--- config.mk ---
export PLATFORM = sky130hd
export DESIGN_NAME = systolic_ctrl
export DESIGN_NICKNAME = d
export VERILOG_FILES = /design/src/rtl/systolic_ctrl.sv
export SDC_FILE = /design/constraint.sdc
export NUM_CORES = 1
export LEC_CHECK = 0
export CAP_MARGIN = 20
export CORE_MARGIN = 3
export CORE_UTILIZATION = 35
export DETAILED_ROUTE_END_ITERATION = 7
export PLACE_DENSITY = 0.67
export SYNTH_ARGS = -nofsm -noshare
export SYNTH_HDL_FRONTEND = slang
export SYNTH_SLANG_ARGS = --single-unit
--- constraint.sdc ---
create_clock -name clk -period 11.15 [get_ports clk]
set_clock_uncertainty 0.2 [all_clocks]
set_input_delay 2.23 -clock clk [delete_from_list [all_inputs] [get_ports clk]]
set_output_delay 2.23 -clock clk [all_outputs]
set_load 0.05 [all_outputs]
--- src/rtl/systolic_ctrl.sv ---
// systolic_ctrl: pass sequencer for the weight-stationary systolic array.
// One accepted start runs weight preload, activation streaming and pipeline
// drain, then pulses done. All outputs come straight from flops.
//
// state    | meaning
// ---------+-----------------------------------------------------------
// S_IDLE   | waiting for start; num_vecs latched on acceptance
// S_LOAD   | ARRAY_ROWS weight reads, each loaded into its row one cycle later
// S_STREAM | one activation read per cycle, N cycles
// S_DRAIN  | compute kept enabled while the last vectors leave the array
// S_DONE   | single-cycle completion pulse
module systolic_ctrl #(
  parameter int ARRAY_ROWS = 4,
  parameter int ARRAY_COLS = 4,
  parameter int CNT_W      = 16
) (
  input  logic                          clk,
  input  logic                          rst,
  input  logic                          start,
  input  logic [CNT_W-1:0]              num_vecs,
  output logic                          busy,
  output logic                          done,
  output logic                          w_rd_en,
  output logic [$clog2(ARRAY_ROWS)-1:0] w_rd_addr,
  output logic [ARRAY_ROWS-1:0]         load_weight_row,
  output logic                          act_rd_en,
  output logic [CNT_W-1:0]              act_rd_addr,
  output logic                          en_compute,
  output logic                          out_valid,
  output logic [CNT_W-1:0]              out_idx
);

  localparam int LAT = ARRAY_ROWS + ARRAY_COLS;
  localparam int AW  = $clog2(ARRAY_ROWS);

  localparam logic [2:0] S_IDLE   = 3'd0;
  localparam logic [2:0] S_LOAD   = 3'd1;
  localparam logic [2:0] S_STREAM = 3'd2;
  localparam logic [2:0] S_DRAIN  = 3'd3;
  localparam logic [2:0] S_DONE   = 3'd4;

  localparam logic [CNT_W-1:0] ONE        = CNT_W'(1);
  localparam logic [CNT_W-1:0] ROWS_C     = CNT_W'(ARRAY_ROWS);
  localparam logic [CNT_W-1:0] LAST_DRAIN = CNT_W'(LAT - 1);

  logic [2:0]       state, state_nx;
  logic [CNT_W-1:0] cnt, cnt_nx;
  logic [CNT_W-1:0] n_lat;
  logic [LAT-1:0]   valid_sr;

  // The last-cycle compare against n_lat-1 keeps the counter inside CNT_W
  // even for the largest N, so no wrap before completion.
  // Next-state and phase counter; outputs below are registered from these.
  always_comb begin
    state_nx = state;
    cnt_nx   = cnt;
    case (state)
      S_IDLE: begin
        if (start) begin
          cnt_nx   = '0;
          state_nx = (num_vecs != '0) ? S_LOAD : S_DONE;
        end
      end
      S_LOAD: begin
        if (cnt == ROWS_C) begin
          state_nx = S_STREAM;
          cnt_nx   = '0;
        end else begin
          cnt_nx = cnt + ONE;
        end
      end
      S_STREAM: begin
        if (cnt == n_lat - ONE) begin
          state_nx = S_DRAIN;
          cnt_nx   = '0;
        end else begin
          cnt_nx = cnt + ONE;
        end
      end
      S_DRAIN: begin
        if (cnt == LAST_DRAIN) begin
          state_nx = S_DONE;
          cnt_nx   = '0;
        end else begin
          cnt_nx = cnt + ONE;
        end
      end
      default: begin
        state_nx = S_IDLE;
        cnt_nx   = '0;
      end
    endcase
  end

  // State, counter and pass length; num_vecs is captured only on acceptance.
  always_ff @(posedge clk) begin
    if (rst) begin
      state <= S_IDLE;
      cnt   <= '0;
      n_lat <= '0;
    end else begin
      state <= state_nx;
      cnt   <= cnt_nx;
      if (state == S_IDLE && start) n_lat <= num_vecs;
    end
  end

  // Registered outputs decoded from the upcoming state so they line up with it.
  always_ff @(posedge clk) begin
    if (rst) begin
      busy            <= 1'b0;
      done            <= 1'b0;
      w_rd_en         <= 1'b0;
      w_rd_addr       <= '0;
      load_weight_row <= '0;
      act_rd_en       <= 1'b0;
      act_rd_addr     <= '0;
      en_compute      <= 1'b0;
    end else begin
      busy            <= (state_nx == S_LOAD) || (state_nx == S_STREAM) ||
                         (state_nx == S_DRAIN);
      done            <= (state_nx == S_DONE);
      w_rd_en         <= (state_nx == S_LOAD) && (cnt_nx < ROWS_C);
      w_rd_addr       <= ((state_nx == S_LOAD) && (cnt_nx < ROWS_C)) ?
                         cnt_nx[AW-1:0] : '0;
      load_weight_row <= ((state_nx == S_LOAD) && (cnt_nx != '0)) ?
                         (ARRAY_ROWS'(1) << (cnt_nx - ONE)) : '0;
      act_rd_en       <= (state_nx == S_STREAM);
      act_rd_addr     <= (state_nx == S_STREAM) ? cnt_nx : '0;
      // First streamed vector only reaches the PEs one cycle after its read.
      en_compute      <= ((state_nx == S_STREAM) && (cnt_nx != '0)) ||
                         (state_nx == S_DRAIN);
    end
  end

  // Result-valid is the activation read strobe delayed by the array latency.
  always_ff @(posedge clk) begin
    if (rst) begin
      valid_sr <= '0;
    end else begin
      valid_sr <= {valid_sr[LAT-2:0], act_rd_en};
    end
  end

  assign out_valid = valid_sr[LAT-1];

  // Result index: cleared on accepted start, advances between adjacent valid cycles.
  always_ff @(posedge clk) begin
    if (rst) begin
      out_idx <= '0;
    end else if (state == S_IDLE && start) begin
      out_idx <= '0;
    end else if (valid_sr[LAT-1] && valid_sr[LAT-2]) begin
      out_idx <= out_idx + ONE;
    end
  end

endmodule

* After elaboration in Yosys (flattened, before gate mapping)
Index checks and enable logic that the tools add are counted.
** Cells by class
- Shifts and indexed selects :: 1
- Reductions and logical operators :: 15
- Eq/ne operators :: 10
- Order comparisons :: 1
- Bitwise operators :: 3
- Add/sub/neg operators :: 4
- Multiplexer cells :: 11
** Operators by type and width (number)
- 2-to-1 mux 16 bit :: 4
- one-hot mux 16 bit (4 select lines) :: 1
- adder 16 x 1 -> 16 bit, second input constant :: 2
- == test 16 x 3 -> 1 bit, second input constant :: 2
- nonzero test 16 bit :: 2
- subtractor 16 x 1 -> 16 bit, second input constant :: 2
- == test 16 bit :: 1
- < comparator 16 x 3 -> 1 bit, second input constant :: 1
- << shifter 1 x 16 -> 4 bit, first input constant :: 1
- 2-to-1 mux 3 bit :: 5
- == test 3 x 2 -> 1 bit, second input constant :: 4
- one-hot mux 3 bit (4 select lines) :: 1
- OR reduction 2 bit :: 4
- == test 3 x 1 -> 1 bit, second input constant :: 2
- logical AND 1 bit :: 5
- == test 3 bit, second input constant :: 1
- logical NOT 3 bit :: 1
- logical OR 1 bit :: 3
- inverter 1 bit :: 3
** Word-level totals
- Bits of input ports :: 19
- Logic and storage cells :: 58
- Output and inout bits :: 44
- Register bits :: 86

* Depth between registers and ports, before layout
Gate-level depths: netlist of run 1.
- Depth after elaboration :: 8
- Gate-level depth with buffers :: 15
- Gate-level depth less buffers :: 15

* Worst setup path after synthesis of run 1
OpenSTA, ideal clock, no wires.
- Kind :: in2reg
- Start :: input start
- End :: register load_weight_row[2]
- Path slack :: 6595 ps
- Library setup time :: 96 ps
- Buffers on the path :: 1
- Arrival time :: 4259 ps
- Cell stages on the path :: 7
- Data required time :: 10854 ps
- Cell sequence :: nor4_1 clkbuf_1 a22oi_1 ha_1 or4_1 a32o_1 nor4b_1
** Between the ends
- Word-level cells in the longest chain between the ends :: 6
- Elaborated cells on any way between the ends :: 11
- Classes of those cells :: add/sub: 1; eq/ne: 1; shift: 1; mux: 4; bitwise: 1; reduce/logical: 3
** Ends and longest elaborated chain
- from (decl) :: line 19 : input logic start,
- branches (longest 6 deep; another with subtractor 16 x 1 -> 16 bit)
- to (signal assigned) :: line 126 : load_weight_row <= ((state_nx == S_LOAD) && (cnt_nx != '0)) ?
- to (decl) :: line 25 : output logic [ARRAY_ROWS-1:0] load_weight_row,
Parallel ways; which one is timed is not known.
A chain may end at the register's enable or synchronous reset.

* Worst setup path after layout of run 1
- Start :: input start
- End :: register load_weight_row[3]
The elaborated chain is that of the path after synthesis.

==> impl_metrics.tcl, run 1 <==
set metrics [dict create \
    ys_seq_elements 86 \
    synth_flop_cell "dfxtp_1" \
    setup_viol 0 \
    rsz0062_at_grt "no" \
    critPathRequiredTime_ns 11.19 \
    hpwl_um 7880 \
    ant_nets 0 \
    cts-resized-gates 0 \
    drv_slew 0 \
    cts_tree "yes" \
    worstPathArrival_ns 4.83 \
    antenna_found_initial 0 \
    gp_congestion 0.856 \
    clk_latency_ns 0.34 \
    drt_drc_violations_left 0 \
    die_w_um 115 \
    coreArea_um2 11500 \
    die_h_um 115 \
    root_buffer "clkbuf_16" \
    ios 63 \
    drive_above_1_share_pct 4.26 \
    routedWlPerCell_um 15.1 \
    gr-total-overflow 0 \
    start_util_pct 36.2 \
    async_flop_share_pct 0 \
    fmax_ghz 0.209 \
    cts_buffer_depth 2 \
    synth_warnings 0 \
    max_slew_margin_pct 53.6 \
    drt-total-wl_um 10700 \
    dp.cells 692 \
    yosys.cell_types.count 57 \
    grt_usage_pct 16.7 \
    critPathSlowestCell "clkdlybuf4s50_1" \
    seq_area_frac_synth_pct 41.3 \
    htree_levels 3 \
    synth_area_leader_cell "dfxtp_1" \
    fin_cells 707 \
    cts_setup_buffers 0 \
    worstPathMaxFanout 8 \
    cp-start-kind "input port" \
    rows 39 \
    cpPeakStageDelay_ns 0.52 \
    leakage_nw 1.85 \
    ir_worst_vdd_mv 0.0991 \
    worst_path_dominant_cell_family "simple AND/OR/NAND/NOR gates" \
    period_share_pct 42.9 \
    synth_cells 515 \
    io_buffers 62 \
    synth.most_common_cell "dfxtp_1" \
    status "complete, no violations" \
    syn_area_um2 4170 \
    placedInstanceArea_um2 4860 \
    drt_iter0_markers 369 \
    cp_cell_sequence "clkdlybuf4s50_1 -> nand2b_1 -> o21ai_0 -> o21ai_0 -> a31oi_1 -> o21bai_4 -> or4_1 -> a32o_1 -> nor4_1" \
    hold_viol 0 \
    cts_buffers 9 \
    worst_pin_slew_ns 0.696 \
    synth_edf_count 0 \
    grt_max_degree 47 \
    final_core_util_pct 44.9 \
    antennaDiodeCount 0 \
    critPathMostFrequentCell "o21ai_0" \
    hold_path.class "reg2reg" \
    synth_area_leaders "dfxtp_1, nor2_1, nand2_1, a21oi_1, xor2_1" \
    grt_pass1_wl_um 17600 \
    endpoint_kind "flip-flop" \
    synth_top_area_share_pct 41.3 \
    power_density_nw_per_um2 140 \
    clk_pin_slew_ns 0.06 \
    numClockSinks 86 \
    drtPass1Iterations 5 \
    syn_area_per_cell_um2 8.09 \
    nNetsFinal 585 \
    finalInstanceArea_um2 5170 \
    via_count 3851 \
    finalSetupTns_ns 0 \
    syn_nets 540 \
    cap_violations 0 \
    p_total_uw 727 \
    postCtsHoldBufs 0 \
    crit_buf_inv 1 \
    crit_type "in2reg" \
    dieArea_um2 13200 \
    grt_pass1_vias 3644 \
    viasPerCell 5.45 \
    period_needed_ns 4.78 \
    synth_common_cells "dfxtp_1, nor2_1, nand2_1" \
    syn_to_final_growth_pct 24.2 \
]
layout make-up:
cell class,instances,area [um^2]
clock buffers,12,246
multi-input cells,389,2290
clock inverters,3,68.8
fillers,1140,6340
well taps,143,179
inverters,10,37.5
flip-flops and latches,86,1720
repair buffers,64,636
flip-flops by register name, summed over array words and instances (netlist names):
signal           flops
act_rd_addr         16
valid_sr             8
w_rd_addr            2
w_rd_en              1
act_rd_en            1
cnt                 16
n_lat               16
state                3
done                 1
busy                 1
en_compute           1
load_weight_row      4
out_idx             16
cells in the final DEF (no fill, tap or decap), types with 4 or more instances in the layout:
master | Yosys | routed
a21oi_1 | 39 | 39
a31oi_1 | 4 | 4
and2_1 | 8 | 8
and3_1 | 16 | 16
and4_1 | 5 | 5
clkbuf_16 | 0 | 9
clkdlybuf4s50_1 | 0 | 62
dfxtp_1 | 86 | 86
ha_1 | 6 | 6
inv_1 | 10 | 10
nand2_1 | 58 | 58
nand2b_1 | 6 | 6
nand3_1 | 14 | 14
nand4_1 | 10 | 10
nor2_1 | 66 | 66
nor2b_1 | 18 | 18
nor3_1 | 15 | 15
nor4_1 | 12 | 12
o21ai_0 | 22 | 22
or3_1 | 4 | 4
xnor2_1 | 16 | 16
xor2_1 | 19 | 19
metal layers:
| metal | vias up | GRT usage (%) | share of wire [%] |
|---|---|---|---|
| met1 | 1796 | 21.0 | 44 |
| met4 | 0 | 7.67 | 3.2 |
| li1 | 1881 | - | - |
| met3 | 33 | 4.42 | 7.0 |
| met5 | - | 0 | 0 |
| met2 | 141 | 26.8 | 46 |
metrics by stage:
| stage | setup slack (ns) | hold slack (ns) |
|---|---|---|
| floorplan | 6.59 | 0.214 |
| detailed placement | 6.04 | 0.227 |
| CTS | 6.39 | 0.244 |
| global route | 6.15 | 0.259 |
| global placement | 6.07 | 0.221 |
| finish | 6.37 | 0.240 |
where the power goes:
group	switching, mW	internal, mW	total, mW
Clock	0.117	0.202	0.319
Sequential	0.00753	0.313	0.320
Combinational	0.0524	0.0351	0.0875
final timing paths:
check | startpoint | endpoint | slack [ns] | cells after the start
worst max-delay path | start | load_weight_row[3] | 6.37 | 9
worst min-delay path | valid_sr[0] | valid_sr[1] | 0.24 | 1
worst max register to register | n_lat[0] | load_weight_row[3] | 6.59 | 15
worst min register to register | valid_sr[0] | valid_sr[1] | 0.24 | 1
logic make-up (layout without fill, tap and decap cells):
group / Yosys count / count (layout) / synth area share, %
AND/OR/NAND/NOR: 250 / 250 / 30.8
AO/OA/AOI/OAI: 97 / 97 / 14.7
flip-flops: 86 / 86 / 41.3
buffers and inverters: 40 / 89 / 3.81
XOR/XNOR: 35 / 35 / 7.36
adder cells (fa/ha/maj): 6 / 6 / 1.80
multiplexers: 1 / 1 / 0.240
Note: power is estimated with default switching activity, not from simulation.
==> run 2: changes to the inputs <==
clock period = 4.9 ns   (was 11.15 ns; I/O delays follow)
==> run 2 against run 1 <==
Against the previous run:
- worst hold slack worse by 0.0047 ns
- worst setup slack worse by 5.7 ns
- design area increased by 0.15%
- total power is 130% higher
- largest cell class unchanged
- largest power group unchanged
==> impl_metrics.tcl, run 2 (synthesis gave the netlist of run 1 again) <==
set metrics [dict create \
    finalInstanceArea_um2 5180 \
    cp_cell_sequence "inv_1 -> ha_1 -> nor4b_4 -> a21oi_1 -> o21a_1 -> o31ai_1 -> and4b_1 -> a21o_1 -> o21ai_0 -> a211oi_1 -> and3_1 -> a21oi_1 -> nor4_1" \
    drv_slew 0 \
    via_count 3789 \
    multiInputGateArea_um2 2290 \
    finalSetupTns_ns 0 \
    grt_usage_pct 17.0 \
    cts_setup_buffers 0 \
    hold_path.class "reg2reg" \
    routedWlPerCell_um 15.2 \
    postCtsHoldBufs 0 \
    htree_levels 3 \
    worst_path_dominant_cell_family "compound AO/OA/AOI/OAI gates" \
    drt_drc_violations_left 0 \
    max_slew_margin_pct 55.5 \
    critPathMostFrequentCell "a21oi_1" \
    grt_pass1_vias 3725 \
    antenna_found_initial 0 \
    coreArea_um2 11500 \
    ios 63 \
    die_w_um 115 \
    cts_buffer_depth 2 \
    rsz0062_at_grt "no" \
    syn_to_final_growth_pct 24.4 \
    hpwl_um 7980 \
    cts_buffers 9 \
    viasPerCell 5.35 \
    grt_max_degree 46 \
    fillers 1174 \
    hold_viol 0 \
    grt_pass1_wl_um 18000 \
    antennaDiodeCount 0 \
    crit_type "reg2reg" \
    clk_latency_ns 0.34 \
    gp_congestion 0.897 \
    final_cell_mix "dfxtp_1, nor2_1, clkdlybuf4s50_1, nand2_1, a21oi_1" \
    critPathSlowestCell "a21o_1" \
    fmax_ghz 0.235 \
    rows 39 \
    status "complete, no violations" \
    dieArea_um2 13200 \
    worstPathArrival_ns 4.30 \
    leakage_nw 1.85 \
    period_needed_ns 4.26 \
    placedInstanceArea_um2 4870 \
    cts-resized-gates 0 \
    gr-total-overflow 0 \
    numClockSinks 86 \
    cap_violations 0 \
    root_buffer "clkbuf_16" \
    power_density_nw_per_um2 318 \
    critPathRequiredTime_ns 4.94 \
    regArea_um2 1720 \
    drt_iter0_markers 314 \
    ant_nets 0 \
    worstPathMaxFanout 19 \
    crit_buf_inv 1 \
    setup_viol 0 \
    drive_above_1_share_pct 4.42 \
    layout_commonest_cell "dfxtp_1" \
    drtPass1Iterations 4 \
    die_h_um 115 \
    drt-total-wl_um 10800 \
    cts_tree "yes" \
    start_util_pct 36.2 \
    cp-start-kind "flip-flop" \
    period_share_pct 87.0 \
    nNetsFinal 586 \
    clk_pin_slew_ns 0.06 \
    endpoint_kind "flip-flop" \
    io_buffers 62 \
    ir_worst_vdd_mv 0.165 \
    cpPeakStageDelay_ns 0.54 \
    worst_pin_slew_ns 0.666 \
]
==> run 2: worst reg2reg max path, stage by stage, from the launching register on <==
cell and delay, ns:
dfxtp_1 0.34, inv_1 0.07, ha_1 0.24, nor4b_4 0.38, a21oi_1 0.15, o21a_1 0.22
o31ai_1 0.42, and4b_1 0.29, a21o_1 0.54, o21ai_0 0.26, a211oi_1 0.34, and3_1 0.29
a21oi_1 0.16, nor4_1 0.26
==> run 2: worst paths after layout <==
kind	from	endpoint	slack [ns]	cells past startpoint
worst max-delay path	n_lat[0]	load_weight_row[1]	0.64	13
worst min register to register	valid_sr[0]	valid_sr[1]	0.23	1
worst max register to register	n_lat[0]	load_weight_row[1]	0.64	13
worst min-delay path	valid_sr[0]	valid_sr[1]	0.23	1
==> run 2: stage by stage <==
| stage | hold WS, ns | std cells | utilization (%) | setup WS, ns | power [mW] |
|---|---|---|---|---|---|
| CTS | 0.244 | 708 | 45.0 | 0.633 | 1.67 |
| detailed placement | 0.226 | 693 | 42.3 | 0.654 | 0.943 |
| floorplan | 0.214 | 515 | - | 1.05 | 0.884 |
| global placement | 0.221 | 693 | 42.3 | 0.902 | 0.939 |
| finish | 0.235 | 708 | 45.0 | 0.636 | 1.65 |
| global route | 0.259 | 708 | 45.0 | 0.219 | 1.72 |
==> run 2: metal layers <==
| metal | GRT usage (%) | vias up | share of wire, % |
|---|---|---|---|
| met4 | 6.81 | 0 | 2.1 |
| met3 | 4.16 | 20 | 5.8 |
| met2 | 28.2 | 103 | 47 |
| met1 | 21.3 | 1781 | 45 |
| li1 | - | 1885 | - |
| met5 | 0 | - | 0 |
==> run 2: where the power goes <==
| part | switching [mW] | internal (mW) | total (mW) |
|---|---|---|---|
| Combinational | 0.118 | 0.0815 | 0.200 |
| Sequential | 0.0171 | 0.712 | 0.729 |
| Clock | 0.258 | 0.459 | 0.717 |
| Total | 0.394 | 1.25 | 1.65 |
==> run 2: cell type report <==
class                   count  area share, %
clock buffers              12           4.76
clock inverters             3           1.33
inverters                  10          0.724
multi-input cells         389           44.1
flip-flops and latches     86           33.2
well taps                 143           3.45
repair buffers             65           12.4
==> run 3: changes to the inputs <==
CORE_UTILIZATION = 30   (was 35)
PLACE_DENSITY = 0.6   (was 0.67)
SKIP_LAST_GASP = 1   (was unset)
clock period = 4.6 ns   (was 4.9 ns; I/O delays follow)
==> run 3 against run 2 <==
Against the previous run:
- via count is 0.61% higher
- utilization is 5.6 points lower
- worst hold slack better by 0.0035 ns
==> impl_metrics.tcl, run 3 (synthesis gave the netlist of run 1 again) <==
set metrics [dict create \
    nNetsFinal 590 \
    clk_latency_ns 0.34 \
    period_share_pct 89.3 \
    antenna_found_initial 0 \
    setup_viol 0 \
    final_core_util_pct 39.4 \
    status "complete, no violations" \
    drt_drc_violations_left 0 \
    cp-startpoint "n_lat[0]" \
    hpwl_um 8210 \
    hold_viol 0 \
    cts_buffers 9 \
    comb_power_share_pct 12.2 \
    drtPass1Iterations 5 \
    worstPathArrival_ns 4.14 \
    worst_pin_slew_ns 0.673 \
    gr-total-overflow 0 \
    cts_tree "yes" \
    layout_commonest_cell "dfxtp_1" \
    critPathRequiredTime_ns 4.63 \
    hold_path.class "reg2reg" \
    final_cell_mix "dfxtp_1, nor2_1, clkdlybuf4s50_1, nand2_1, a21oi_1" \
    reg2reg_depth 14 \
    drive_above_1_share_pct 5.79 \
    worstPathMaxFanout 9 \
    reg2reg_to "load_weight_row[2]" \
    cp_cell_sequence "inv_1 -> ha_1 -> nor4b_4 -> a21oi_1 -> a211oi_1 -> o31ai_1 -> and4_1 -> nor2_1 -> a21oi_1 -> buf_4 -> ha_1 -> or4_1 -> a32o_1 -> nor4b_1" \
    rows 42 \
    io_buffers 62 \
    crit_path_end "load_weight_row[2]" \
    start_util_pct 31.1 \
    p_switching_uw 438 \
    cts_buffer_depth 2 \
    p_seq_share_pct 43.3 \
    die_h_um 124 \
    via_count 3812 \
    ios 63 \
    cpPeakStageDelay_ns 0.52 \
    cp_num_cells 14 \
    grt_pass1_wl_um 18000 \
    fmax_ghz 0.243 \
    power_density_nw_per_um2 339 \
    grt_usage_pct 15.1 \
    htree_levels 3 \
    drt_iter0_markers 263 \
    cp-start-kind "flip-flop" \
    leakage_nw 1.88 \
    dieArea_um2 15300 \
    ant_nets 0 \
    viasPerCell 5.11 \
    grt_max_degree 46 \
    rrSetupSlack_ns 0.49 \
    cap_violations 0 \
    power_frac_clock_pct 44.4 \
    gp_congestion 0.890 \
    clk_pin_slew_ns 0.06 \
    reg2reg_from "n_lat[0]" \
    critPathSlowestCell "or4_1" \
    numClockSinks 86 \
    internal-power_mw 1.35 \
    routedWlPerCell_um 14.7 \
    fillers 1387 \
    root_buffer "clkbuf_16" \
    sw_frac_of_total_pct 24.4 \
    worst_path_dominant_cell_family "simple AND/OR/NAND/NOR gates" \
    endpoint_kind "flip-flop" \
    max_slew_margin_pct 55.1 \
    crit_buf_inv 2 \
    drv_slew 0 \
    finalSetupTns_ns 0 \
    drt-total-wl_um 11000 \
    period_needed_ns 4.11 \
    coreArea_um2 13400 \
    rsz0062_at_grt "no" \
    die_w_um 124 \
    ir_worst_vdd_mv 0.189 \
    grt_pass1_vias 3677 \
    syn_to_final_growth_pct 26.7 \
    crit_type "reg2reg" \
    antennaDiodeCount 0 \
]
[run 3: cell count changes in the layout (fill, tap and decap cells not counted), sizes merged]
| cell | previous run | this run |
|---|---|---|
| buf | 3 | 7 |
| clkbuf | 12 | 11 |
| clkinv | 1 | 2 |
| clkinvlp | 0 | 1 |
[run 3: routing by layer]
layer | GRT usage [%] | vias up | wire length [um]
met3 | 4.18 | 8 | 685
met5 | 0 | - | 0
met4 | 6.02 | 0 | 135
met1 | 19.2 | 1779 | 5060
met2 | 24.0 | 137 | 5070
li1 | - | 1888 | -
[run 3: cell type report]
type	instances	area, um^2	area share, %
multi-input cells	389	2290	43.4
inverters	10	37.5	0.711
clock inverters	5	81.3	1.54
clock buffers	11	253	4.79
repair buffers	69	673	12.8
flip-flops and latches	86	1720	32.6
well taps	176	220	4.17
[run 3: power by group through the flow]
stage / sequential (mW) / combinational [mW] / clock, mW
floorplan: 0.795 / 0.146 / 0
global placement: 0.792 / 0.212 / 0
detailed placement: 0.793 / 0.217 / 0
CTS: 0.776 / 0.218 / 0.824
global route: 0.778 / 0.243 / 0.850
finish: 0.776 / 0.219 / 0.796
[run 3: metrics by stage]
step,std cells,setup slack (ns),area [um^2],total power [mW],hold WS (ns)
3_5_place_dp,730,0.427,4940,1.01,0.228
3_3_place_gp,730,0.695,4940,1.00,0.222
2_1_floorplan,515,0.754,4170,0.941,0.214
5_1_grt,746,0.0793,5280,1.87,0.263
6_report,746,0.491,5280,1.79,0.238
4_1_cts,746,0.367,5270,1.82,0.242
[run 3: worst min path at each step]
stage | slack [ns] | from | endpoint | cells after the start
after floorplan | 0.21 | valid_sr[0] | valid_sr[1] | 1
after global placement | 0.22 | valid_sr[2] | valid_sr[3] | 1
after detailed placement | 0.23 | valid_sr[3] | valid_sr[4] | 1
after CTS | 0.24 | valid_sr[3] | valid_sr[4] | 1
after global routing | 0.26 | valid_sr[3] | valid_sr[4] | 1
final | 0.24 | valid_sr[3] | valid_sr[4] | 1
[run 3: timing repair]
action,CTS,global route
buffers inserted,0,0
hold buffers,0,0
endpoints found under the setup margin,0,1
resized for setup,0,1
